[src/rtl/alu_pkg.sv]
// alu_pkg: shared constants for the EX-stage ALU decoder and the optional
// sequential multiply/divide unit.
//   - single-cycle ALU select codes driven on alu_opcode
//   - funct3 encodings of the M-extension ops
//   - funct7 class constants
//   - FSM state encoding for the MDU sequencer
// The MDU is only built when the macro ALU_SEQ_MDU_EN is defined.
package alu_pkg;

   localparam logic [3:0] ALU_ADD  = 4'b0000;
   localparam logic [3:0] ALU_SUB  = 4'b0001;
   localparam logic [3:0] ALU_SLT  = 4'b0010;
   localparam logic [3:0] ALU_XOR  = 4'b0011;
   localparam logic [3:0] ALU_OR   = 4'b0100;
   localparam logic [3:0] ALU_AND  = 4'b0101;
   localparam logic [3:0] ALU_SLL  = 4'b0110;
   localparam logic [3:0] ALU_SRL  = 4'b0111;
   localparam logic [3:0] ALU_SRA  = 4'b1000;
   localparam logic [3:0] ALU_SLTU = 4'b1001;

   localparam logic [2:0] MDU_MUL    = 3'b000;
   localparam logic [2:0] MDU_MULH   = 3'b001;
   localparam logic [2:0] MDU_MULHSU = 3'b010;
   localparam logic [2:0] MDU_MULHU  = 3'b011;
   localparam logic [2:0] MDU_DIV    = 3'b100;
   localparam logic [2:0] MDU_DIVU   = 3'b101;
   localparam logic [2:0] MDU_REM    = 3'b110;
   localparam logic [2:0] MDU_REMU   = 3'b111;

   localparam logic [6:0] F7_BASE = 7'b0000000;
   localparam logic [6:0] F7_ALT  = 7'b0100000;
   localparam logic [6:0] F7_MDU  = 7'b0000001;

   typedef enum logic [1:0] {
      ST_IDLE = 2'b00,
      ST_BUSY = 2'b01,
      ST_DONE = 2'b10
   } mdu_state_t;

endpackage

[src/rtl/mdu_iter.sv]
// mdu_iter: iterative multiply/divide datapath, one step per cycle.
// Built only when ALU_SEQ_MDU_EN is defined.
// Ports:
//   clk, rst      clock, synchronous active-high reset
//   start         load operands (magnitudes) and op
//   abort         clear internal state (pipeline flush)
//   step          perform one shift-add / restoring-subtract step
//   op, a, b      funct3 and raw operands (sampled on start)
//   special       divide-by-zero or signed overflow for the current inputs
//   special_res   result for the special case
//   res_next      sign-corrected result as it will be after this step
`ifdef ALU_SEQ_MDU_EN
module mdu_iter
   import alu_pkg::*;
#(
   parameter int unsigned XLEN = 32
) (
   input  logic            clk,
   input  logic            rst,
   input  logic            start,
   input  logic            abort,
   input  logic            step,
   input  logic [2:0]      op,
   input  logic [XLEN-1:0] a,
   input  logic [XLEN-1:0] b,
   output logic            special,
   output logic [XLEN-1:0] special_res,
   output logic [XLEN-1:0] res_next
);

   localparam logic [XLEN-1:0] MOST_NEG = {1'b1, {(XLEN-1){1'b0}}};

   // hi/lo: product halves for multiply; remainder/quotient for divide
   logic [XLEN-1:0] hi_q, lo_q, dv_q;
   logic [2:0]      op_q;
   logic            neg_q;

   logic            a_sgn, b_sgn, a_neg, b_neg, dz, ovf;
   logic [XLEN-1:0] a_mag, b_mag;

   always_comb begin
      a_sgn = (op == MDU_MULH) || (op == MDU_MULHSU) || (op == MDU_DIV) || (op == MDU_REM);
      b_sgn = (op == MDU_MULH) || (op == MDU_DIV) || (op == MDU_REM);
      a_neg = a_sgn & a[XLEN-1];
      b_neg = b_sgn & b[XLEN-1];
      a_mag = a_neg ? -a : a;
      b_mag = b_neg ? -b : b;
      dz    = op[2] && (b == '0);
      ovf   = ((op == MDU_DIV) || (op == MDU_REM)) && (a == MOST_NEG) && (b == '1);
      special     = dz | ovf;
      special_res = '0;
      if (dz)
         special_res = op[1] ? a : '1;
      else if (ovf)
         special_res = op[1] ? '0 : MOST_NEG;
   end

   logic [XLEN:0]     sum, rsh;
   logic [XLEN-1:0]   rdiff, hi_n, lo_n, quo_s, rem_s;
   logic [2*XLEN-1:0] prod, prod_s;

   always_comb begin
      hi_n  = hi_q;
      lo_n  = lo_q;
      sum   = '0;
      rsh   = '0;
      rdiff = '0;
      if (!op_q[2]) begin
         // shift-add: multiplier sits in lo and shifts out LSB first
         sum  = {1'b0, hi_q} + (lo_q[0] ? {1'b0, dv_q} : '0);
         hi_n = sum[XLEN:1];
         lo_n = {sum[0], lo_q[XLEN-1:1]};
      end else begin
         // restoring division: dividend shifts out of lo into hi
         rsh   = {hi_q, lo_q[XLEN-1]};
         rdiff = rsh[XLEN-1:0] - dv_q;
         if (rsh >= {1'b0, dv_q}) begin
            hi_n = rdiff;
            lo_n = {lo_q[XLEN-2:0], 1'b1};
         end else begin
            hi_n = rsh[XLEN-1:0];
            lo_n = {lo_q[XLEN-2:0], 1'b0};
         end
      end

      prod   = {hi_n, lo_n};
      prod_s = neg_q ? -prod : prod;
      quo_s  = neg_q ? -lo_n : lo_n;
      rem_s  = neg_q ? -hi_n : hi_n;
      case (op_q)
         MDU_MUL:                          res_next = prod_s[XLEN-1:0];
         MDU_MULH, MDU_MULHSU, MDU_MULHU:  res_next = prod_s[2*XLEN-1:XLEN];
         MDU_DIV, MDU_DIVU:                res_next = quo_s;
         default:                          res_next = rem_s;
      endcase
   end

   always_ff @(posedge clk) begin
      if (rst || abort) begin
         hi_q  <= '0;
         lo_q  <= '0;
         dv_q  <= '0;
         op_q  <= '0;
         neg_q <= 1'b0;
      end else if (start) begin
         hi_q  <= '0;
         lo_q  <= a_mag;
         dv_q  <= b_mag;
         op_q  <= op;
         // remainder sign follows the dividend only
         neg_q <= (op[2] && op[1]) ? a_neg : (a_neg ^ b_neg);
      end else if (step) begin
         hi_q <= hi_n;
         lo_q <= lo_n;
      end
   end

endmodule
`endif

[src/rtl/alu_seq_ctrl.sv]
// alu_seq_ctrl: EX-stage ALU control decoder with an optional sequential
// multiply/divide unit (enabled by defining ALU_SEQ_MDU_EN).
// Ports:
//   clk, rst            clock, synchronous active-high reset
//   valid_i             EX-stage instruction valid
//   ALUop               00 R-type, 01 I-type ALU, 1x forced add
//   funct3, funct7      instruction fields
//   kill_i              pipeline flush, aborts a multi-cycle op
//   src_a, src_b        operands
//   alu_opcode          single-cycle ALU select (combinational)
//   ready_o             MDU idle
//   stall_o             hold the pipeline while the MDU accepts/works
//   done_o              one-cycle pulse, result_o valid
//   illegal_o           unsupported funct7/funct3 combination
//   result_o            MDU result, held outside DONE
module alu_seq_ctrl
   import alu_pkg::*;
#(
   parameter int unsigned XLEN = 32
) (
   input  logic            clk,
   input  logic            rst,
   input  logic            valid_i,
   input  logic [1:0]      ALUop,
   input  logic [2:0]      funct3,
   input  logic [6:0]      funct7,
   input  logic            kill_i,
   input  logic [XLEN-1:0] src_a,
   input  logic [XLEN-1:0] src_b,
   output logic [3:0]      alu_opcode,
   output logic            ready_o,
   output logic            stall_o,
   output logic            done_o,
   output logic            illegal_o,
   output logic [XLEN-1:0] result_o
);

   logic mdu_f7, legal_f7;

   always_comb begin
      mdu_f7     = (funct7 == F7_MDU);
      alu_opcode = ALU_ADD;
      if (!ALUop[1]) begin
         case (funct3)
            3'b000:  alu_opcode = ((ALUop == 2'b00) && funct7[5]) ? ALU_SUB : ALU_ADD;
            3'b001:  alu_opcode = ALU_SLL;
            3'b010:  alu_opcode = ALU_SLT;
            3'b011:  alu_opcode = ALU_SLTU;
            3'b100:  alu_opcode = ALU_XOR;
            3'b101:  alu_opcode = funct7[5] ? ALU_SRA : ALU_SRL;
            3'b110:  alu_opcode = ALU_OR;
            default: alu_opcode = ALU_AND;
         endcase
      end
`ifndef ALU_SEQ_MDU_EN
      if ((ALUop == 2'b00) && mdu_f7)
         alu_opcode = ALU_ADD;
`endif

      legal_f7 = (funct7 == F7_BASE) ||
                 ((funct7 == F7_ALT) && ((funct3 == 3'b000) || (funct3 == 3'b101)));
`ifdef ALU_SEQ_MDU_EN
      if (mdu_f7)
         legal_f7 = 1'b1;
`endif
      illegal_o = valid_i && (ALUop == 2'b00) && !legal_f7;
   end

`ifdef ALU_SEQ_MDU_EN
   localparam int unsigned CW = $clog2(XLEN);
   localparam logic [CW-1:0] LAST = '1;

   mdu_state_t      state_q;
   logic [CW-1:0]   cnt_q;
   logic            ready_q, done_q, busy_q;
   logic [XLEN-1:0] result_q;

   logic            mdu_op, accept, special;
   logic [XLEN-1:0] special_res, res_next;

   always_comb begin
      mdu_op  = (ALUop == 2'b00) && mdu_f7;
      accept  = (state_q == ST_IDLE) && valid_i && mdu_op && !kill_i && !rst;
      stall_o = accept | busy_q;
   end

   mdu_iter #(.XLEN(XLEN)) u_mdu (
      .clk         (clk),
      .rst         (rst),
      .start       (accept),
      .abort       (kill_i),
      .step        (busy_q),
      .op          (funct3),
      .a           (src_a),
      .b           (src_b),
      .special     (special),
      .special_res (special_res),
      .res_next    (res_next)
   );

   always_ff @(posedge clk) begin
      if (rst) begin
         state_q  <= ST_IDLE;
         cnt_q    <= '0;
         ready_q  <= 1'b1;
         done_q   <= 1'b0;
         busy_q   <= 1'b0;
         result_q <= '0;
      end else if (kill_i) begin
         state_q <= ST_IDLE;
         cnt_q   <= '0;
         ready_q <= 1'b1;
         done_q  <= 1'b0;
         busy_q  <= 1'b0;
      end else begin
         case (state_q)
            ST_IDLE: begin
               done_q <= 1'b0;
               if (accept) begin
                  ready_q <= 1'b0;
                  if (special) begin
                     state_q  <= ST_DONE;
                     done_q   <= 1'b1;
                     result_q <= special_res;
                  end else begin
                     state_q <= ST_BUSY;
                     busy_q  <= 1'b1;
                     cnt_q   <= '0;
                  end
               end
            end
            ST_BUSY: begin
               // the last step's outcome is captured in the same edge it is computed
               if (cnt_q == LAST) begin
                  state_q  <= ST_DONE;
                  busy_q   <= 1'b0;
                  done_q   <= 1'b1;
                  result_q <= res_next;
               end else begin
                  cnt_q <= cnt_q + 1'b1;
               end
            end
            ST_DONE: begin
               state_q <= ST_IDLE;
               done_q  <= 1'b0;
               ready_q <= 1'b1;
            end
            default: begin
               state_q <= ST_IDLE;
               ready_q <= 1'b1;
               done_q  <= 1'b0;
               busy_q  <= 1'b0;
            end
         endcase
      end
   end

   assign ready_o  = ready_q;
   assign done_o   = done_q;
   assign result_o = result_q;
`else
   logic unused_ok;
   assign unused_ok = ^{clk, rst, kill_i, src_a, src_b};
   assign ready_o   = 1'b1;
   assign stall_o   = 1'b0;
   assign done_o    = 1'b0;
   assign result_o  = '0;
`endif

endmodule
[config.mk]
export PLATFORM = sky130hd
export DESIGN_NAME = alu_seq_ctrl
export DESIGN_NICKNAME = d
export VERILOG_FILES = /design/src/rtl/alu_pkg.sv /design/src/rtl/mdu_iter.sv /design/src/rtl/alu_seq_ctrl.sv
export SDC_FILE = /design/constraint.sdc
export NUM_CORES = 1
export LEC_CHECK = 0
export ABC_CLOCK_PERIOD_IN_PS = 3000
export CAP_MARGIN = 20
export CORE_AREA = 2 2 46 48
export DETAILED_ROUTE_END_ITERATION = 10
export DIE_AREA = 0 0 48 50
export DONT_BUFFER_PORTS = 1
export SLEW_MARGIN = 5
export SYNTH_ARGS = -nofsm -noshare
export SYNTH_HDL_FRONTEND = slang
export SYNTH_SLANG_ARGS = --single-unit
export TNS_END_PERCENT = 100
[constraint.sdc]
create_clock -name vclk -period 3
set_clock_uncertainty 0.15 [all_clocks]
set_input_delay 0.6 -clock vclk [all_inputs]
set_output_delay 0.6 -clock vclk [all_outputs]
set_load 0.01 [all_outputs]
== Word level (Yosys, flattened, before mapping) ==
Cells that the tools add are included.
Word-level totals
  flip-flop bits (word level): 0
  input bits: 80
  output and inout bits: 40
  logic and storage cells: 24
Operators by class
  equal/unequal tests: 8
  muxes and demuxes: 5
  reduce and logical (&&, ||, !) cells: 11
Operator list (count)
  4-bit one-hot mux with 7 select lines: 1
  4-bit two-way mux: 3
  3-bit == test, second input constant: 3
  7-bit by 1-bit == test with 1-bit output, second input constant: 1
  7-bit by 6-bit == test with 1-bit output, second input constant: 1
  7-bit logical NOT: 1
  3-bit by 2-bit == test with 1-bit output, second input constant: 2
  1-bit logical AND: 5
  3-bit by 1-bit == test with 1-bit output, second input constant: 1
  3-bit logical NOT: 1
  2-bit logical NOT: 1
  1-bit logical OR: 2
  1-bit logical NOT: 1
  1-bit two-way mux: 1

== Longest topological paths before layout ==
  depth in word-level cells: 6
  depth in mapped cells: 4
  mapped depth without buffers: 3

== Worst setup path before layout ==
OpenSTA, ideal clock, no wires.
  path kind: input to output
  start: input port funct3[1]
  end: output port alu_opcode[3]
  data arrival time: 1.362 ns
  required time: 2.250 ns
  path slack: 0.888 ns
  stages: 3
  path buffers: 1
  cells stage by stage: buf_2 > mux2i_1 > nor3b_1
On the way
  cells in the longest elaborated chain, start to end: 4
  elaborated cells on any way between the ends: 10
  those cells by class: 6 x eq/ne; 3 x mux; 1 x reduce/logical
Ends and longest elaborated chain
  from (decl): line alu_seq_ctrl.sv:25  | input logic [2:0] funct3,
  3-bit == test (tied with other cells): line alu_seq_ctrl.sv:44  | case (funct3)
  4-bit one-hot mux with 7 select lines (*): line alu_seq_ctrl.sv:44
  4-bit two-way mux (*): line alu_seq_ctrl.sv:43  | if (!ALUop[1]) begin
  4-bit two-way mux (*): line alu_seq_ctrl.sv:56  | if ((ALUop == 2'b00) && mdu_f7)
  to (decl): line alu_seq_ctrl.sv:30  | output logic [3:0] alu_opcode,
Mark *: on every way between the ends. The rest lies on a longest branch, timed or not.

== Final worst setup path ==
  start: input port ALUop[0]
  end: output port alu_opcode[0]
On the way
  cells in the longest elaborated chain, start to end: 6
  elaborated cells on any way between the ends: 7
  those cells by class: 4 x mux; 3 x reduce/logical
Ends and longest elaborated chain
  from (decl): line alu_seq_ctrl.sv:24  | input logic [1:0] ALUop,
  2-bit logical NOT (*): line alu_seq_ctrl.sv:45, alu_seq_ctrl.sv:56
  1-bit logical AND: line alu_seq_ctrl.sv:45  | 3'b000: alu_opcode = ((ALUop == 2'b00) && funct7[5]) ? ALU_SUB : ALU_ADD;
  1-bit two-way mux: line alu_seq_ctrl.sv:45
  4-bit one-hot mux with 7 select lines: line alu_seq_ctrl.sv:44
  4-bit two-way mux: line alu_seq_ctrl.sv:43
  4-bit two-way mux (*): line alu_seq_ctrl.sv:56
Marks and branches as above.

==> qor.txt <==
fillers: 219
drt drc: 0
final worst path period share: 70.9%
Post-Syn Area: 454 sq um
final number of max-transition violations: 0
synth warn: 0
Critical Path Source Type: input pin
Post-Synth XOR/XNOR Area: 1.93%
Post-CTS Setup Bufs: 0
die height: 50 microns
Seq cells: 0
PD cells: 122 nW/um^2
die width: 48 microns
nets: 140
status: completed
P_leak: 0.167 nW
CTS resizes: 0
Worst Hold End: alu_opcode[1]
Place WS: 0.860 ns
RSZ-0062 raised after global routing: false
post-layout min period: 2.13 ns
Mean Syn Cell Area: 7.33 sq um
Worst Hold Depth: 1
initial antenna violation count: 0
post-synth top area share: 57.9%
register area share after synthesis: 0%
Max Clock Freq: 470 MHz
vias per inst: 3.35
post-placement cell count: 85
largest net degree at the start of global routing: 10
Final Hold Fails: 0
first-pass GRT wire length: 772 microns
Worst Setup Slack, final: 0.874 ns
setup violators final: 0
total gr overflow: 0
Compound-Gate Fraction of Synth Area: 19.8%
post-synthesis adder-cell area fraction: 0%
count leader, synth: buf_4
Yosys cell types: 18
Post-Synth Simple-Gate Area: 12.7%
top post-synthesis cells by area: buf_4 (58%), a2111oi_4 (12%), nor3_1 (3.3%)
mux share of post-synthesis cell area: 2.20%
final setup TNS: 0 ns
critical path class: in2out
Post-DRT Antenna Nets: 0
quantity of I/O buffers inserted on ports: 0
via count of the routed design: 285
Hold Path Class: in2out
post-DP HPWL: 627 microns
Commonest cells post-synth: buf_4 (35), nor2_1 (4), nor3_1 (3)
main combinational cell family by area after synthesis: buffers and inverters
# clk buffers: 0
Die Area: 2400 sq um
Pre-antenna DRT Iters: 2
vias in the first global route: 188
register area: 0 sq um
post-synthesis cell type with the largest combined area: buf_4
Starting Density: 23.9%
Worst EP arrival: 1.38 ns
hold_buf cts: 0
share of cells above drive strength 1: 6.90%
Peak VDD IR: 0.0000247 V
Crit. End Element: primary output
FP Rows: 16
drt wl/cell: 8.02 microns
GRT Util Overall: 4.24%
Inserted Diodes: 0
Finished Layout Cells: 85
Mapped Cells: 62
maxcap violations: 0
Synth-to-Final Area Change: -25.3%
drt total wl: 682 microns
I/O pins: 120
core area: 1900 sq um
Crit Path Max Fanout: 4
hold_sp: funct3[1]
WP data required: 2.25 ns
Util after Layout: 17.8%
DR iter-0 viols: 1
gpl congestion: 0.578
[metal layers]
layer / GRT usage (%) / share of wire (%) / vias to the layer above
li1: - / - / 126
met1: 6.09 / 40 / 122
met2: 7.33 / 43 / 37
met3: 0 / 17 / 0
met4: 0 / 0 / 0
met5: 0 / 0 / -
[worst max-delay path by stage]
| stage | start | end | slack, ns | cells past startpoint |
|---|---|---|---|---|
| finish | ALUop[0] | alu_opcode[0] | 0.87 | 3 |
| global route | ALUop[0] | alu_opcode[1] | 0.82 | 3 |
| CTS | ALUop[0] | alu_opcode[0] | 0.86 | 3 |
| detailed placement | ALUop[0] | alu_opcode[0] | 0.86 | 3 |
| global placement | funct7[3] | alu_opcode[0] | 0.87 | 3 |
| floorplan | funct3[1] | alu_opcode[3] | 0.89 | 3 |
[layout make-up]
class / count / area (sq um) / share of cell area (%)
Inverter: 2 / 7.51 / 2.21
Tap cell: 27 / 33.8 / 9.96
Multi-Input combinational cell: 56 / 298 / 87.8
[cell usage in the layout, fill, tap and decap left out]
cell	n
xor2_1	1
a41o_2	1
inv_1	1
nor3_1	3
o21ai_1	1
conb_1	35
mux2i_1	1
inv_2	1
a2111oi_4	2
nor3b_1	1
nand2_1	2
a211oi_1	1
a21oi_1	1
a31oi_1	1
nor2_1	4
nor4_1	2
[critical path, stage by stage]
cell       delay [ns]
nor4_1           0.03
a41o_2           0.33
a2111oi_4        0.41
[cell families after synthesis]
| kind of cell | count (synthesis) |
|---|---|
| compound gates | 7 |
| xor+xnor | 1 |
| buf+inv | 39 |
| mux | 1 |
| other cells | 2 |
| simple gates | 12 |
[through the flow]
step | power (mW) | hold WS (ns) | instance area [sq um]
after global routing | 0.0476 | 1.12 | 339
final | 0.0412 | 1.11 | 339
after floorplan | 0.0759 | 1.14 | 578
after global placement | 0.0401 | 1.11 | 339
after CTS | 0.0408 | 1.11 | 339
after detailed placement | 0.0407 | 1.11 | 339
[report_power, final]
group          leakage (nW)  switching [mW]  internal, mW
clock network             0               0             0
registers                 0               0             0
logic                 0.167          0.0317       0.00953
total                 0.167          0.0317       0.00953
(Power assumes the default switching activity.)
